### config.mk
export PLATFORM = sky130hd
export DESIGN_NAME = gpr_wb_arbiter
export DESIGN_NICKNAME = d
export VERILOG_FILES = /design/src/rtl/gpr_wb_arbiter.sv
export SDC_FILE = /design/constraint.sdc
export NUM_CORES = 1
export LEC_CHECK = 0
export BUFFER_PORTS_ARGS = -buffer_cell sky130_fd_sc_hd__buf_2
export CAP_MARGIN = 25
export CORE_UTILIZATION = 45
export CTS_BUF_LIST = sky130_fd_sc_hd__clkbuf_8
export DETAILED_ROUTE_END_ITERATION = 10
export PLACE_DENSITY = 0.79
export SETUP_SLACK_MARGIN = 0.3
export SLEW_MARGIN = 40
export SYNTH_ARGS = -nofsm -noshare
export SYNTH_HDL_FRONTEND = slang
export SYNTH_SLANG_ARGS = --single-unit
### constraint.sdc
create_clock -name clk -period 2.05 [get_ports clk]
set_clock_uncertainty 0.15 [all_clocks]
set_input_delay 0.3075 -clock clk [delete_from_list [all_inputs] [get_ports clk]]
set_output_delay 0.3075 -clock clk [all_outputs]
set_load 0.03 [all_outputs]
### src/rtl/gpr_wb_arbiter.sv
// Register-file writeback arbiter: round-robin grant between two result paths,
// one-cycle registered write port, and a pending-write scoreboard for decode hazards.
module gpr_wb_arbiter (
  input  logic        clk,
  input  logic        rst,
  input  logic        a_valid,
  input  logic [4:0]  a_rw,
  input  logic [31:0] a_data,
  output logic        a_ready,
  input  logic        b_valid,
  input  logic [4:0]  b_rw,
  input  logic [31:0] b_data,
  output logic        b_ready,
  input  logic        iss_valid,
  input  logic [4:0]  iss_rw,
  input  logic        flush,
  input  logic [4:0]  chk_ra,
  input  logic [4:0]  chk_rb,
  output logic        chk_hazard,
  output logic        RegWr,
  output logic [4:0]  rw,
  output logic [31:0] busW,
  output logic [31:0] busy
);

  // prefer_b is set when A won the last transfer, so B wins the next contention
  logic        prefer_b;
  logic        grant_a;
  logic        grant_b;
  logic        xfer;
  logic        xfer_wr;
  logic [4:0]  sel_rw;
  logic [31:0] sel_data;
  logic [31:0] busy_next;

  assign grant_a  = !rst && a_valid && (!b_valid || !prefer_b);
  assign grant_b  = !rst && b_valid && (!a_valid || prefer_b);
  assign a_ready  = grant_a;
  assign b_ready  = grant_b;
  assign xfer     = grant_a | grant_b;
  assign sel_rw   = grant_b ? b_rw : a_rw;
  assign sel_data = grant_b ? b_data : a_data;
  assign xfer_wr  = xfer && (sel_rw != 5'd0);

  assign chk_hazard = busy[chk_ra] | busy[chk_rb];

  // Priority, lowest to highest: retire clear, issue set, flush
  always_comb begin
    busy_next = busy;
    if (xfer_wr)
      busy_next[sel_rw] = 1'b0;
    if (iss_valid && (iss_rw != 5'd0))
      busy_next[iss_rw] = 1'b1;
    if (flush)
      busy_next = '0;
    busy_next[0] = 1'b0;
  end

  always_ff @(posedge clk) begin
    if (rst) begin
      prefer_b <= 1'b0;
      RegWr    <= 1'b0;
      rw       <= '0;
      busW     <= '0;
      busy     <= '0;
    end else begin
      if (xfer)
        prefer_b <= grant_a;
      RegWr <= xfer_wr;
      // Writes to r0 are consumed but leave the write port untouched
      if (xfer_wr) begin
        rw   <= sel_rw;
        busW <= sel_data;
      end
      busy <= busy_next;
    end
  end

endmodule

==> results.cfg, run 1 <==
[synthesis]
synth_area_um2 = 3870
syn_area_per_cell_um2 = 8.70
postSynthCellCount = 445
ys_types = 53
yosysWarnings = 0
synth_edf_count = 0
yosys_most_used_dff = dfxtp_1
synth_area_leaders = dfxtp_1, nand2_1, a21oi_1
synth.most_common_cell = nand2_1
synthTopCellsByCount = nand2_1, a21oi_1, dfxtp_1
synth_fp_nets = 540
yosysSeqAreaShare = 0.362
yosysTopAreaCell = dfxtp_1
yosysTopAreaCellShare = 0.362
ys_seq_elements = 70
async_flop_share = 0

[job]
max-cap-violations = 0

[setup_path]
end_kind = primary output
slowest_delay_ns = 0.49
path_buf_inv = 1
crit_slowest_cell = mux4_2
cp-start-kind = register
path_cells = mux4_2 -> mux4_2 -> o22ai_2 -> o211ai_1 -> buf_4
worstSetupPathType = register to primary output
regToRegSetupSlack_ns = -0.34
cp_max_fo = 2
endpoint = chk_hazard
ff2ff_path_depth = 11
cpLargestDelayFamily = multiplexers
crit_cells = 5
worst_setup_path_startpoint = busy[15]
rr_endpoint = busW[17]
cp.arrival_ns = 2.00
required_ns = 1.59
rr_startpoint = prefer_b
crit_top_cell = mux4_2

[die]
core-area_um2 = 8260
dieWidth_um = 94.7
ioPinCount = 168
die_h_um = 94.7
initial_core_util = 0.469
dieArea_um2 = 8970
rows = 33

[cts]
clk_latency_ns = 0.35
cts_tree = done
clock_path_buffers = 2
cts_buffers = 9
cts_hold_buf = 0
root_buffer = clkbuf_8
path_clk_slew_ns = 0.09
ctsHtreeMaxLevel = 3
cts_num_sinks = 70

[cells_and_area]
design_area_um2 = 6910
fillCellCount = 411
drive_gt1_frac = 0.624
final_util = 0.836
diodes = 0
syn_to_final_growth_pct = 78.5
nNetsFinal = 774

[placed_design]
place_area_um2 = 5050
port_buffers = 166
place_congestion = 0.907
dp_hpwl_um = 9300

[sta]
slew_violations = 0
worst_pin_slew_ns = 0.697
rsz0062_at_grt = true
finalSetupViolCount = 48
period_needed_ns = 2.45
final.period_utilization = 1.20
fmax_ghz = 0.408
max_slew_margin = 0.535
fin_ws_ns = -0.403
hold_viol = 0

[global_routing]
grt_max_degree = 38
gr-total-overflow = 0
antenna_found_initial = 0
grt_pass1_vias = 4536
grt_first_pass_wirelength_um = 23400
grt_usage = 0.345

[drt]
first_pass_iters = 5
avgRoutedWirePerCell_um = 24.3
drcViolationCount = 0
wl_um = 19200
viasPerCell = 6.54
drt-initial-drc-count = 442
antenna_left = 0
num_vias = 5157

[pwr]
power_density_nw_per_um2 = 563
peakVddDrop_v = 0.000645
leakage_uw = 0.00283

[status]
failed_checks = negative setup slack
status = finished, violations left

[min_path]
hold_path_depth = 3
hp-class = primary input to register
area by class of cell:
type | count | area (µm²) | share of cell area
clock buffers | 9 | 124 | 0.0179
clock inverters | 6 | 78.8 | 0.0114
inverters | 5 | 26.3 | 0.00380
multi-input cells | 335 | 3210 | 0.465
flip-flops and latches | 70 | 1410 | 0.204
well taps | 105 | 131 | 0.0190
repair buffers | 258 | 1930 | 0.279
worst reg2reg max path, delay by kind of cell, from the launching register on:
family                 cells  cell delay, ns
buffers and inverters      7            0.82
AOI/OAI and AO/OA          1            0.53
and+or+nand+nor            3            0.39
DFF                        1            0.36
routing by layer:
layer	track usage	up-vias	wire, µm
li1	-	2144	-
met1	0.389	2415	6530
met3	0.0853	131	1970
met5	0	-	0
met4	0.143	0	1360
met2	0.616	467	9320
through the flow:
stage	setup TNS [ns]	std cells	hold WS (ns)	total power, µW	setup WS, ns
floorplan	-0.138	445	0.317	1960	-0.138
global placement	-4.87	720	0.317	2210	-0.231
detailed placement	-8.35	720	0.317	2230	-0.255
CTS	-0.419	776	0.0592	3620	-0.419
global route	-5.28	788	0.0691	3980	-0.466
finish	-3.89	788	0.0468	3890	-0.403
layout by cell type (no fill, tap or decap), types with 16 or more instances in the layout:
cell	n
nand2_1	104
buf_4	50
a311oi_1	16
o31ai_4	19
buf_6	22
a21oi_2	31
buf_2	164
a21oi_1	27
a311oi_2	16
dfxtp_1	66
sequential cells by signal, indices dropped and copies added (netlist names):
signal,flops
busW,32
busy,31
prefer_b,1
rw,5
RegWr,1
where the power goes:
part	internal [µW]	switching, µW	total (µW)
clock	669	571	1240
combinational	467	695	1160
sequential	1420	61.5	1490
total	2560	1330	3890
what timing repair did:
item | 4_1_cts | 5_1_grt
pin swaps | 100 | 52
hold endpoints to repair | 0 | 0
resized for setup | 118 | 82
buffers inserted | 32 | 12
setup endpoints to repair | 71 | 70
gates cloned | 9 | 0
how the worst min path moves through the flow:
stage,start,endpoint,slack (ns)
2_1_floorplan,b_data[31],busW[31],0.32
3_3_place_gp,rw[2],rw[2],0.32
3_5_place_dp,rw[1],rw[1],0.32
4_1_cts,a_data[5],busW[5],0.06
5_1_grt,a_data[31],busW[31],0.07
6_report,b_data[24],busW[24],0.05
logic make-up after synthesis:
kind of cell           synth area share
AO/OA/AOI/OAI                     0.286
AND/OR/NAND/NOR                   0.173
flip-flops                        0.362
buffers and inverters            0.0585
multiplexers                      0.119
other                          0.000969
No activity file was read; power rests on OpenSTA's default activity.
==> run 2: changes to the inputs <==
--- a/config.mk
+++ b/config.mk
@@ -10,6 +10,7 @@
 export CORE_UTILIZATION = 45
 export CTS_BUF_LIST = sky130_fd_sc_hd__clkbuf_8
 export DETAILED_ROUTE_END_ITERATION = 10
+export GPL_TIMING_DRIVEN = 0
 export PLACE_DENSITY = 0.79
 export SETUP_SLACK_MARGIN = 0.3
 export SLEW_MARGIN = 40
==> constraint.sdc (replaced) <==
create_clock -name clk -period 2.05 [get_ports clk]
set_clock_uncertainty 0.15 [all_clocks]
set_input_delay 0.3075 -clock clk [delete_from_list [all_inputs] [get_ports clk]]
set_output_delay 0.3075 -clock clk [all_outputs]
set_load 0.01 [all_outputs]
==> results.cfg, run 2 (same netlist as run 1, synthesis figures left out) <==
[cts]
clk_latency_ns = 0.35
cts_hold_buf = 0
ctsHtreeMaxLevel = 3
root_buffer = clkbuf_8
cts_num_sinks = 70
path_clk_slew_ns = 0.09
cts_buffers = 9
clock_path_buffers = 2
cts_tree = done

[sta]
final.period_utilization = 1.21
max_slew_margin = 0.494
period_needed_ns = 2.47
fin_tns_setup_ns = -0.781
hold_viol = 0
rsz0062_at_grt = true
worst_pin_slew_ns = 0.759
finalSetupViolCount = 12
fmax_ghz = 0.404
fin_ws_ns = -0.424
slew_violations = 0

[cells_and_area]
syn_to_final_growth_pct = 73.4
final_util = 0.812
drive_gt1_frac = 0.605
regMostFlops = busW
largest_reg_flops = 32
fillCellCount = 421
nNetsFinal = 762
largestRegisters = busW (32), busy (31), rw (5)
design_area_um2 = 6710
layout_common_cells = buf_2, nand2_1, dfxtp_1
multi_input_comb_area_um2 = 3180
seq_area_um2 = 1410
final_common_cell = buf_2
diodes = 0

[drt]
wl_um = 17400
avgRoutedWirePerCell_um = 22.4
first_pass_iters = 5
antenna_left = 0
num_vias = 4999
drcViolationCount = 0
viasPerCell = 6.44
drt-initial-drc-count = 302

[min_path]
hp-class = primary input to register

[placed_design]
place_area_um2 = 4910
dp_hpwl_um = 9270
dp_worst_setup_slack_ns = -0.224
port_buffers = 160
place_congestion = 0.868

[die]
dieWidth_um = 94.7
core-area_um2 = 8260
ioPinCount = 168
dieArea_um2 = 8970
rows = 33
initial_core_util = 0.469
die_h_um = 94.7

[global_routing]
grt_usage = 0.322
grt_first_pass_wirelength_um = 22200
gr-total-overflow = 0
grt_pass1_vias = 4598
grt_max_degree = 13
antenna_found_initial = 0

[job]
max-cap-violations = 0

[setup_path]
regToRegSetupSlack_ns = -0.10
end_kind = primary output
cp_max_fo = 4
cp-start-kind = register
required_ns = 1.59
worstSetupPathType = register to primary output
cp.arrival_ns = 2.02

[pwr]
leakage_uw = 0.00269
power_density_nw_per_um2 = 572
peakVddDrop_v = 0.000497

[status]
failed_checks = negative setup slack
status = finished, violations left
==> run 2: final timing paths <==
check                                from         end  depth (start not counted)
worst max-delay path              busy[9]  chk_hazard                          5
worst min-delay path            b_data[2]     busW[2]                          3
worst max register to register   prefer_b    busW[17]                          9
worst min register to register      rw[1]       rw[1]                          2
==> run 2: timing repair <==
item                                    4_1_cts  5_1_grt
setup buffers                                33       10
endpoints found under the setup margin       71       72
gates resized for setup                     126      102
gates cloned                                  7        1
pin swaps                                    58       74
==> run 2: final cells by class <==
type,instances,area share
Multi-Input combinational cell,334,0.474
Sequential cell,70,0.211
Clock inverter,5,0.0123
Clock buffer,10,0.0205
Timing Repair Buffer,210,0.212
Buffer,37,0.0474
Tap cell,105,0.0196
Inverter,5,0.00392
==> run 2: power breakdown <==
group / total, µW / internal [µW] / leakage, µW / switching [µW]
logic: 1030 / 468 / 0.00200 / 564
clock network: 1320 / 717 / 0.000113 / 598
registers: 1490 / 1420 / 0.000577 / 67.1
total: 3840 / 2610 / 0.00269 / 1230
==> run 2: critical path: stages, from the launching register on <==
cell	delay, ns
dfxtp_1	0.38
mux4_2	0.46
mux4_2	0.47
o22ai_1	0.12
o211ai_1	0.10
buf_2	0.15
==> run 2: routing by layer <==
metal,vias up,wire [µm],share of wire,global-route usage
met4,0,831,0.048,0.173
met5,-,0,0,0
li1,2121,-,-,-
met1,2419,6110,0.35,0.362
met2,371,8870,0.51,0.569
met3,88,1590,0.091,0.0644
==> run 2: metrics by stage <==
step,std cells,total power [µW],hold slack [ns]
detailed placement,710,2120,0.316
finish,776,3840,0.0580
CTS,765,3580,0.0603
global route,776,3930,0.0565
floorplan,445,1860,0.317
global placement,710,2100,0.315
